<file path="config.mk">
export PLATFORM = sky130hd
export DESIGN_NAME = tcd1290d_line_capture
export DESIGN_NICKNAME = d
export VERILOG_FILES = /design/src/rtl/tcd1290d_line_capture.sv
export SDC_FILE = /design/constraint.sdc
export NUM_CORES = 1
export LEC_CHECK = 0
export CAP_MARGIN = 20
export CORE_ASPECT_RATIO = 1.2
export CORE_MARGIN = 2
export CORE_UTILIZATION = 40
export DETAILED_ROUTE_END_ITERATION = 10
export HOLD_SLACK_MARGIN = 0.08
export PLACE_DENSITY = 0.65
export SLEW_MARGIN = 20
export SYNTH_ARGS = -nofsm -noshare
export SYNTH_HDL_FRONTEND = slang
export SYNTH_SLANG_ARGS = --single-unit
</file>
<file path="constraint.sdc">
create_clock -name sys_clk -period 6.7 [get_ports sys_clk]
set_input_delay 1.34 -clock sys_clk [delete_from_list [all_inputs] [get_ports sys_clk]]
set_output_delay 1.34 -clock sys_clk [all_outputs]
set_load 0.02 [all_outputs]
</file>
<file path="src/rtl/tcd1290d_line_capture.sv">
// TCD1290D line capture: frames CCD lines from sh/rs, averages optical-black
// pixels, subtracts the black level and streams one AXI-Stream packet per line.
module tcd1290d_line_capture #(
    parameter int DATA_WIDTH = 12,
    parameter int DUMMY_LEAD = 32,
    parameter int OB_START   = 8,
    parameter int OB_NUM     = 16,
    parameter int PIX_NUM    = 3000,
    parameter int SAMPLE_DLY = 2,
    parameter int FIFO_DEPTH = 16
) (
    input  logic                  sys_clk,
    input  logic                  reset,
    input  logic                  enable,
    input  logic                  sh,
    input  logic                  rs,
    input  logic [DATA_WIDTH-1:0] adc_data,
    output logic [DATA_WIDTH-1:0] m_axis_tdata,
    output logic                  m_axis_tvalid,
    input  logic                  m_axis_tready,
    output logic                  m_axis_tuser,
    output logic                  m_axis_tlast,
    output logic [DATA_WIDTH-1:0] ob_level,
    output logic                  overflow,
    output logic                  line_trunc
);

    localparam int OB_SH = $clog2(OB_NUM);
    localparam int ACC_W = DATA_WIDTH + OB_SH;
    localparam int AW    = $clog2(FIFO_DEPTH);
    localparam int FW    = DATA_WIDTH + 2;
    localparam logic [11:0] OB_LO     = 12'(OB_START);
    localparam logic [11:0] OB_HI     = 12'(OB_START + OB_NUM);
    localparam logic [11:0] LEAD_LAST = 12'(DUMMY_LEAD - 1);
    localparam logic [11:0] PIX_LAST  = 12'(PIX_NUM - 1);
    localparam logic [AW:0] FULL_CNT  = (AW + 1)'(FIFO_DEPTH);

    typedef enum logic [1:0] {IDLE, LEAD, ACTIVE, DONE} state_t;

    function automatic logic [DATA_WIDTH-1:0] sat_sub(input logic [DATA_WIDTH-1:0] a,
                                                      input logic [DATA_WIDTH-1:0] b);
        logic signed [DATA_WIDTH:0] diff;
        diff = $signed({1'b0, a}) - $signed({1'b0, b});
        return diff[DATA_WIDTH] ? '0 : diff[DATA_WIDTH-1:0];
    endfunction

    state_t              state;
    logic                sh_d, rs_d;
    logic                sh_rise, rs_fall, smp;
    logic [11:0]         pix_cnt;
    logic                in_ob;
    logic [ACC_W-1:0]    acc, acc_next;
    logic                push_vld_p1;
    logic [FW-1:0]       push_data_p1;
    logic [FW-1:0]       mem [FIFO_DEPTH];
    logic [AW-1:0]       wr_ptr, rd_ptr;
    logic [AW:0]         count;
    logic                fifo_wr, fifo_rd, fifo_full;
    logic [FW-1:0]       head;

    // Edge detection on the driver gates
    always_ff @(posedge sys_clk or posedge reset) begin
        if (reset) begin
            sh_d <= 1'b0;
            rs_d <= 1'b0;
        end else begin
            sh_d <= sh;
            rs_d <= rs;
        end
    end

    assign sh_rise = ~sh_d & sh;
    assign rs_fall = rs_d & ~rs;

    generate
        if (SAMPLE_DLY == 0) begin : g_nodly
            assign smp = rs_fall;
        end else begin : g_dly
            logic [SAMPLE_DLY-1:0] dly;
            always_ff @(posedge sys_clk or posedge reset) begin
                if (reset) begin
                    dly <= '0;
                end else begin
                    dly[0] <= rs_fall;
                    for (int i = 1; i < SAMPLE_DLY; i++) dly[i] <= dly[i-1];
                end
            end
            assign smp = dly[SAMPLE_DLY-1];
        end
    endgenerate

    // Sample stage: the current ADC word joins the accumulator at the same edge
    assign in_ob = (pix_cnt >= OB_LO) && (pix_cnt < OB_HI);

    always_comb begin
        acc_next = acc;
        if (in_ob) acc_next = acc + {{OB_SH{1'b0}}, adc_data};
    end

    // pix_cnt restarts at 0 on entering ACTIVE so it doubles as the active index
    always_ff @(posedge sys_clk or posedge reset) begin
        if (reset) begin
            state       <= IDLE;
            pix_cnt     <= '0;
            ob_level    <= '0;
            line_trunc  <= 1'b0;
            push_vld_p1 <= 1'b0;
        end else begin
            push_vld_p1 <= 1'b0;
            if (sh_rise) begin
                pix_cnt <= '0;
                if (state == IDLE) begin
                    if (enable) state <= LEAD;
                end else begin
                    if (state != DONE) line_trunc <= 1'b1;
                    state <= enable ? LEAD : IDLE;
                end
            end else if (smp) begin
                case (state)
                    LEAD: begin
                        if (pix_cnt == LEAD_LAST) begin
                            ob_level <= acc_next[ACC_W-1:OB_SH];
                            pix_cnt  <= '0;
                            state    <= ACTIVE;
                        end else begin
                            pix_cnt <= pix_cnt + 12'd1;
                        end
                    end
                    ACTIVE: begin
                        push_vld_p1 <= 1'b1;
                        pix_cnt     <= pix_cnt + 12'd1;
                        if (pix_cnt == PIX_LAST) state <= DONE;
                    end
                    default: ;
                endcase
            end
        end
    end

    always_ff @(posedge sys_clk) begin
        if (sh_rise) acc <= '0;
        else if (smp && state == LEAD) acc <= acc_next;
        if (smp && state == ACTIVE)
            push_data_p1 <= {sat_sub(adc_data, ob_level), pix_cnt == 12'd0, pix_cnt == PIX_LAST};
        if (fifo_wr) mem[wr_ptr] <= push_data_p1;
    end

    // Output FIFO: a pop in the same cycle frees the slot for a push when full
    assign fifo_full = (count == FULL_CNT);
    assign fifo_rd   = (count != '0) & m_axis_tready;
    assign fifo_wr   = push_vld_p1 & (~fifo_full | fifo_rd);

    always_ff @(posedge sys_clk or posedge reset) begin
        if (reset) begin
            wr_ptr   <= '0;
            rd_ptr   <= '0;
            count    <= '0;
            overflow <= 1'b0;
        end else begin
            if (fifo_wr) wr_ptr <= wr_ptr + 1'b1;
            if (fifo_rd) rd_ptr <= rd_ptr + 1'b1;
            case ({fifo_wr, fifo_rd})
                2'b10:   count <= count + 1'b1;
                2'b01:   count <= count - 1'b1;
                default: count <= count;
            endcase
            if (push_vld_p1 && !fifo_wr) overflow <= 1'b1;
        end
    end

    assign head          = mem[rd_ptr];
    assign m_axis_tvalid = (count != '0);
    assign m_axis_tdata  = m_axis_tvalid ? head[FW-1:2] : '0;
    assign m_axis_tuser  = m_axis_tvalid & head[1];
    assign m_axis_tlast  = m_axis_tvalid & head[0];

endmodule

</file>
* Yosys cells after proc, flatten, opt, wreduce, memory -nomap -nowiden
Memory sizes are Yosys's and may differ from the RTL's. Cells that the tools add are included.
Storage, ports and cells: latch bits 0, memory bits (read-only) 0, word-level logic and storage cells 85, memories 1, memory bits (writable) 224, output and inout bits 29, register bits 76, input bits 18
Operators by class: bitwise logic cells 12, reduce and logical (&&, ||, !) cells 16, muxes and demuxes 20, divide/modulo/power cells 0, eq/ne operators 11, $mul 0, shift operators 0, order comparisons 2, add/sub/neg operators 7
Memory list:
- mem | depth 16, bits a word 14, read ports 1, clocked after Yosys merged registers in 0, wr ports 1, line 55 | logic [FW-1:0] mem [FIFO_DEPTH];
Operators by type and width (count):
- $mux W12 | 4
- $pmux W12 S2 | 1
- $add A16 B12 Y16 | 1
- $mux W16 | 1
- $sub A12 B12 Y13 | 1
- $add A12 B1 Y12 const B | 1
- $eq A12 B12 Y1 const B | 1
- $eq A12 B5 Y1 const B | 1
- $ge A12 B4 Y1 const B | 1
- $logic_not A12 Y1 | 1
- $lt A12 B5 Y1 const B | 1
- $mux W2 | 6
- $pmux W5 S2 | 1
- $ne A3 B3 Y1 const B | 3
- $add A4 B1 Y4 const B | 2
- $and A1 B1 Y1 | 6
- $mux W1 | 6
- $add A5 B1 Y5 const B | 1
- $eq A5 B5 Y1 const B | 1
- $not A1 Y1 | 5
- $reduce_and A5 Y1 | 1
- $reduce_bool A5 Y1 | 1
- $sub A5 B1 Y5 const B | 1
- $eq A2 B1 Y1 const B | 2
- 12 further kinds | 18

* Depth between registers and ports, before layout
Gate-level depths: netlist of run 1.
depth in word-level cells 6, mapped depth 10, gate-level depth less buffers 9

* Worst setup path before layout of run 1
No wires, ideal clock.
path type input port to flip-flop, start point input port adc_data[0], end point register push_data_p1[13], data pin, data required time 6.531 ns, slack 3.182 ns, arrival 3.349 ns, stages 9, setup time 0.169 ns, path buffers 0, cells stage by stage inv_1 ha_1 fa_1 nand2b_1 a211oi_1 o21a_1 a31oi_1 or4b_2 o31ai_1
On the way: longest elaborated chain between the ends 1
RTL lines:
- start, declared | line 17 | input logic [DATA_WIDTH-1:0] adc_data,
- $sub A12 B12 Y13 | line 43 | diff = $signed({1'b0, a}) - $signed({1'b0, b});
- end signal, assigned | line 144 | push_data_p1 <= {sat_sub(adc_data, ob_level), pix_cnt == 12'd0, pix_cnt == PIX_LAST};
- end, declared | line 54 | logic [FW-1:0] push_data_p1;
No other way between the ends. A chain may end at the register's enable or synchronous reset.

* Final worst setup path of run 1
start point register rd_ptr[1], end point output port m_axis_tdata[11]
On the way: longest elaborated chain between the ends 2
RTL lines:
- start, declared | line 56 | logic [AW-1:0] wr_ptr, rd_ptr;
- start signal, assigned | line 161 | if (fifo_rd) rd_ptr <= rd_ptr + 1'b1;
- $mem_v2 Z16 W14
- $mux W12 | line 173 | assign m_axis_tdata = m_axis_tvalid ? head[FW-1:2] : '0;
- end, declared | line 18 | output logic [DATA_WIDTH-1:0] m_axis_tdata,
No other way between the ends.

==> results.toml, run 1 <==
[timing]
totalNegativeSetupSlack_ns = 0
final-setup-viol-count = 0
period_share_pct = 73.28
tightest_slew_ns = 1.092
maxClockFrequency_ghz = 0.2037
period_needed_ns = 4.910
timing_max_transition_violations_final = 0
timing.max_slew.rel_slack_pct = 27.22
clock_skew_ns = 0.01422
report.final.hold_viol_count = 0
grt_setup_unrepaired = "no"

[grt]
antenna_found_initial = 0
vias_in_the_first_global_route = 7239
gr-total-overflow = 0
grt_max_degree = 52
wire_length_of_the_first_global_routing_pass_um = 41510
track_usage_pct = 15.92

[floorplan]
site_rows = 72
vertical_extent_of_the_die_um = 201.6
placeableCoreArea_um2 = 32160
top_level_ports = 47
floorplan.die_area_um2 = 34010
dieWidth_um = 168.7
initial_core_util_pct = 40.48

[final_layout]
fillCellCount = 2734
layout_cell_share_with_drive_strength_beyond_1_pct = 15.00
layout.cells.most_common_list = "sky130_fd_sc_hd__edfxtp_1, sky130_fd_sc_hd__mux4_2, sky130_fd_sc_hd__nand2_1, sky130_fd_sc_hd__clkdlybuf4s50_1, sky130_fd_sc_hd__dfrtp_1"
antenna_cells = 0
stdcell_count = 1287
mostFrequentLayoutCell = "sky130_fd_sc_hd__edfxtp_1"
layout-area-overhead-vs-synth_pct = 13.66
num-nets-final = 910

[clock_tree]
postCtsSetupRepairBufs = 0
tritoncts = "yes"
cts_inserted_buffers = 31
clock-root-buffer = "sky130_fd_sc_hd__clkbuf_16"
ctsHtreeMaxLevel = 1
clock_path_buffers = 3
cts.sink_count = 300
clk_pin_slew_worst_paths_ns = 0.06
insertion_delay_ns = 0.55
cts_hold_buf = 0
cts_resized = 0

[detailed_routing]
vias_per_cell = 5.401
met1Wirelength_um = 11160
drc_violation_count_after_routing = 0
vias = 6951
wl_met3_um = 1183
routed_wirelength_um = 26720
drt.antenna.violating_nets = 0
met2RoutedLength_um = 13920
drt_pass1_iterations = 5
top_layer_used = "met4"
drt-initial-drc-count = 463
routedWlPerCell_um = 20.76

[run_status]
outcome = "finished clean"

[yosys]
synthDistinctLibCells = 56
number_of_flops_mapped_to_enable_cells_by_yosys = 238
synth_compound_gate_area_share_pct = 5.228
seq_area_frac_synth_pct = 66.20
yosys_warnings = 0
synth_top_family_by_area = "multiplexers"
postSynth.topFlopCell = "sky130_fd_sc_hd__edfxtp_1"
mean_cell_area_of_the_mapped_netlist_um2 = 16.27
synth_simple_gate_area_share_pct = 7.727
ys_ff_latch = 300
postSynthNetCount = 855
post_synth_fa_ha_maj_area_fraction_pct = 3.729
multiplexer_fraction_of_the_synthesized_cell_area_pct = 13.25
cell_area_after_synthesis_um2 = 13020
postSynthCellCount = 800
async_reset_ff_share_pct = 15.33
synth_xor_xnor_area_share_pct = 1.816

[placed_design]
total_instance_count_after_detailed_placement = 1228
hpwl_detailed_um = 15950
numPortBuffers = 46
gpl.final_weighted_congestion = 0.7612

[power]
peakVddDrop_mv = 0.2485
total_power_uw = 4901
static_power_due_to_leakage_uw = 0.005241
power.density_cell_area_nw_per_um2 = 331.2

[run]
maxCapViolCount = 0

[critical_path]
critical_path.max_fanout = 38
worstPathArrival_ns = 3.57
crit_path_end_kind = "output port"
worst-r2r-cell-count = 9
crit_required_ns = 5.36
worst_setup_path_start_kind = "flop"
worst-setup-path-type = "flop to output port"

[hold_path]
whs_path_depth = 0
hold_path.class = "flop to flop"
[state kept, by name, indices dropped and copies added (netlist names)]
name          count
line_trunc        1
count             5
overflow          1
pix_cnt          12
sh_d              1
ob_level         12
acc              16
push_vld_p1       1
push_data_p1     14
g_dly.dly         2
state             2
rs_d              1
wr_ptr            4
rd_ptr            4
mem             224
[metal layers]
| layer | GRT usage (%) | vias to the layer above |
|---|---|---|
| li1 | - | 3215 |
| met1 | 20.55 | 3532 |
| met2 | 28.67 | 173 |
| met3 | 1.967 | 31 |
| met4 | 3.602 | 0 |
| met5 | 0 | - |
[path summary, 6_finish.rpt]
kind	slack [ns]	to	start
hold reg to reg	0.35	g_dly.dly[1]$_DFF_PP0_	g_dly.dly[0]$_DFF_PP0_
hold / removal	0.35	g_dly.dly[1]$_DFF_PP0_	g_dly.dly[0]$_DFF_PP0_
min in group asynchronous	1.30	ob_level[5]$_DFFE_PP0P_	reset
setup / recovery	1.79	m_axis_tdata[11]	rd_ptr[1]$_DFFE_PP0N_
max in group asynchronous	4.82	rd_ptr[0]$_DFFE_PP0N_	reset
setup reg to reg	3.67	count[4]$_DFFE_PP0P_	count[0]$_DFFE_PP0P_
[worst max-delay path, cell delays in order (launching register included)]
cell	delay [ns]
sky130_fd_sc_hd__dfrtp_2	0.97
sky130_fd_sc_hd__buf_4	0.46
sky130_fd_sc_hd__mux4_2	0.36
sky130_fd_sc_hd__mux4_2	0.47
sky130_fd_sc_hd__and2_1	0.19
sky130_fd_sc_hd__clkdlybuf4s50_1	0.55
[cell type report]
| type | instances | area [µm²] | area share [%] |
|---|---|---|---|
| clock inverters | 13 | 71.32 | 0.4820 |
| repair buffers | 51 | 518.0 | 3.501 |
| clock buffers | 45 | 838.3 | 5.665 |
| flip-flops and latches | 300 | 8623 | 58.28 |
| inverters | 27 | 102.6 | 0.6934 |
| well taps | 407 | 509.2 | 3.442 |
| multi-input cells | 444 | 4134 | 27.94 |
[cell families after synthesis]
family,Yosys count
flops,300
simple gates,191
compound gates,105
mux,84
buf+inv,56
fa+ha+maj,37
xor+xnor,27
[stage by stage]
step | util, % | hold WS, ns | setup slack (ns) | cell area (µm²)
after floorplan | - | 0.3312 | 3.182 | 13020
after global placement | 43.09 | 0.3354 | 2.131 | 13860
after CTS | 45.92 | 0.3491 | 1.525 | 14770
after detailed placement | 43.09 | 0.3356 | 2.110 | 13860
after global routing | 46.01 | 0.3613 | 1.627 | 14800
final | 46.01 | 0.3465 | 1.790 | 14800
[synthesized netlist by cell type, drive strengths merged (2+ instances only)]
cell type | instances | area, µm²
a211oi | 4 | 30.03
a21boi | 3 | 22.52
a21o | 16 | 120.1
a21oi | 37 | 196.4
a221oi | 2 | 23.77
a31oi | 4 | 25.02
and2 | 34 | 212.7
and3 | 11 | 68.82
buf | 15 | 112.6
clkbuf | 14 | 52.55
dfrtp | 46 | 1151
dfxtp | 16 | 320.3
edfxtp | 238 | 7147
fa | 3 | 60.06
ha | 34 | 425.4
inv | 27 | 101.4
mux2 | 7 | 78.83
mux2i | 7 | 70.07
mux4 | 70 | 1577
nand2 | 46 | 172.7
nand2b | 12 | 75.07
nand3 | 12 | 60.06
nand4 | 6 | 37.54
nor2 | 25 | 93.84
nor2b | 6 | 37.54
nor3 | 22 | 110.1
nor3b | 2 | 15.01
nor4 | 2 | 18.77
nor4b | 4 | 35.03
o211ai | 3 | 22.52
o21a | 8 | 60.06
o21ai | 16 | 80.08
o21bai | 4 | 30.03
o31ai | 3 | 22.52
or3 | 4 | 25.02
xnor2 | 11 | 96.34
xor2 | 16 | 140.1
[where the power goes]
group	internal [µW]	total (µW)	switching, µW	leakage (µW)
registers	2030	2150	128	0.00287
clock network	867	1550	687	0.000446
logic	699	1190	492	0.00193
(Power assumes the default switching activity.)
==> run 2: changes to the inputs <==
==> constraint.sdc (replaced) <==
create_clock -name sys_clk -period 4.57 [get_ports sys_clk]
set_input_delay 0.914 -clock sys_clk [delete_from_list [all_inputs] [get_ports sys_clk]]
set_output_delay 0.914 -clock sys_clk [all_outputs]
set_load 0.02 [all_outputs]
==> results.toml, run 2 (synthesized netlist as in run 1, its figures left out) <==
[run_status]
outcome = "finished clean"

[clock_tree]
ctsHtreeMaxLevel = 1
clock_path_buffers = 3
tritoncts = "yes"
cts.sink_count = 300
clock-root-buffer = "sky130_fd_sc_hd__clkbuf_16"
clk_pin_slew_worst_paths_ns = 0.06
insertion_delay_ns = 0.57
cts_inserted_buffers = 31
cts_hold_buf = 0
postCtsSetupRepairBufs = 0
cts_resized = 0

[final_layout]
layout-area-overhead-vs-synth_pct = 15.25
mostFrequentLayoutCell = "sky130_fd_sc_hd__edfxtp_1"
layout_cell_share_with_drive_strength_beyond_1_pct = 16.18
top_regs = "mem x224, acc x16, push_data_p1 x14"
num-nets-final = 921
layout.cells.most_common_list = "sky130_fd_sc_hd__edfxtp_1, sky130_fd_sc_hd__mux4_2, sky130_fd_sc_hd__nand2_1, sky130_fd_sc_hd__clkdlybuf4s50_1, sky130_fd_sc_hd__dfrtp_1"
antenna_cells = 0
utilization_pct = 46.65
max_flop_register = "mem"
largest_register_ff_count = 224

[power]
power.density_cell_area_nw_per_um2 = 496.0
clock_power_share_pct = 34.0
power_frac_comb_pct = 23.7
power.share.switching_pct = 26.07
peakVddDrop_mv = 0.3185
power_frac_seq_pct = 42.3
switching_component_of_the_power_uw = 1940
static_power_due_to_leakage_uw = 0.005357
total_power_uw = 7442
power.internal_uw = 5502

[detailed_routing]
drc_violation_count_after_routing = 0
drt.antenna.violating_nets = 0
routed_wirelength_um = 26580
routedWlPerCell_um = 20.49
vias_per_cell = 5.389
vias = 6990
drt-initial-drc-count = 477
drt_pass1_iterations = 4

[critical_path]
critical-path-max-stage-delay_ns = 0.64
worst_path_max_delay_cell = "sky130_fd_sc_hd__dfrtp_4"
worst_setup_path_start_kind = "flop"
crit_path_end_kind = "output port"
crit_required_ns = 3.66
worst_r2r_endpoint = "count[4]$_DFFE_PP0P_"
worst-r2r-setup-slack_ns = 1.36
path_cells = "buf_4 -> mux4_2 -> mux4_2 -> and2_1 -> clkdlybuf4s50_1"
worst-r2r-cell-count = 9
crit-reg2reg-launch = "count[0]$_DFFE_PP0P_"
worst-setup-path-type = "flop to output port"
most_repeated_library_cell_on_the_critical_path = "sky130_fd_sc_hd__mux4_2"
critical_path.max_fanout = 16
worstPathArrival_ns = 3.31

[timing]
report.final.hold_viol_count = 0
tightest_slew_ns = 1.023
grt_setup_unrepaired = "no"
timing_max_transition_violations_final = 0
timing.max_slew.rel_slack_pct = 31.77
period_share_pct = 92.48
period_needed_ns = 4.226
hold-worst-slack_ns = 0.3496
maxClockFrequency_ghz = 0.2366
totalNegativeSetupSlack_ns = 0
final-setup-viol-count = 0
clock_skew_ns = 0.01535

[hold_path]
whs_path_depth = 0
hold_path.class = "flop to flop"
whs_endpoint = "g_dly.dly[1]$_DFF_PP0_"
min_from = "g_dly.dly[0]$_DFF_PP0_"

[floorplan]
dieWidth_um = 168.7
top_level_ports = 47
placeableCoreArea_um2 = 32160
site_rows = 72
vertical_extent_of_the_die_um = 201.6
floorplan.die_area_um2 = 34010
initial_core_util_pct = 40.48

[grt]
wire_length_of_the_first_global_routing_pass_um = 41590
track_usage_pct = 15.93
antenna_found_initial = 0
gr-total-overflow = 0
vias_in_the_first_global_route = 7205
grt_max_degree = 46

[run]
maxCapViolCount = 0

[placed_design]
numPortBuffers = 46
gpl.final_weighted_congestion = 0.7674
hpwl_detailed_um = 16730
run 2: cell count changes in the layout (fill, tap and decap cells not counted), moves of 4 or more:
cell,change
sky130_fd_sc_hd__buf_4,+10
sky130_fd_sc_hd__bufinv_16,+4
sky130_fd_sc_hd__clkbuf_1,-7
sky130_fd_sc_hd__clkinv_1,+5
sky130_fd_sc_hd__clkinv_2,-5
run 2: worst max path at each step:
stage	end	cells after the start	from
global placement	push_data_p1[13]$_SDFFCE_PN0P_	10	adc_data[0]
floorplan	push_data_p1[13]$_SDFFCE_PN0P_	9	adc_data[0]
CTS	m_axis_tdata[8]	5	rd_ptr[0]$_DFFE_PP0N_
global route	m_axis_tdata[11]	5	rd_ptr[0]$_DFFE_PP0N_
finish	m_axis_tdata[8]	5	rd_ptr[0]$_DFFE_PP0N_
detailed placement	push_data_p1[13]$_SDFFCE_PN0P_	10	adc_data[0]
run 2: final cells by class:
cell class,count,area (µm²)
fillers,2706,17160
flip-flops and latches,300,8623
multi-input cells,444,4134
clock buffers,39,825.8
repair buffers,62,605.6
well taps,407,509.2
clock inverters,18,205.2
inverters,27,101.3
run 2: per-stage QoR:
step,cell area [µm²],std cells,setup WS (ns)
after global routing,15000,1297,0.1950
after detailed placement,13970,1240,0.7347
final,15000,1297,0.3438
after CTS,15000,1297,0.2721
after global placement,13970,1240,0.7758
after floorplan,13020,800,1.478
run 2: power groups by stage:
| stage | combinational, µW | clock [µW] | sequential [µW] |
|---|---|---|---|
| 5_1_grt | 1900 | 2700 | 3160 |
| 3_5_place_dp | 1800 | 0 | 3200 |
| 3_3_place_gp | 1780 | 0 | 3200 |
| 4_1_cts | 1800 | 2580 | 3150 |
| 2_1_floorplan | 1410 | 0 | 3060 |
| 6_report | 1770 | 2530 | 3140 |
run 2: worst max-delay path, delay by kind of cell, from the launching register on:
kind,cells,cell delay [ns]
DFF,1,0.64
and+or+nand+nor,1,0.18
muxes,2,1.06
buffers and inverters,2,0.87
run 2: routing by layer:
metal / global-route usage [%] / up-vias / routed length, µm
li1: - / 3231 / -
met1: 21.13 / 3535 / 11380
met2: 27.46 / 175 / 13320
met3: 2.223 / 49 / 1194
met4: 4.495 / 0 / 687
met5: 0 / - / 0
==> run 3: changes to the inputs <==
--- a/config.mk
+++ b/config.mk
@@ -12,7 +12,6 @@
 export DETAILED_ROUTE_END_ITERATION = 10
 export HOLD_SLACK_MARGIN = 0.08
 export PLACE_DENSITY = 0.65
-export SLEW_MARGIN = 20
 export SYNTH_ARGS = -nofsm -noshare
 export SYNTH_HDL_FRONTEND = slang
 export SYNTH_SLANG_ARGS = --single-unit
==> results of run 3 <==
No change in the layout: final DEF, timing and power equal those of run 2.
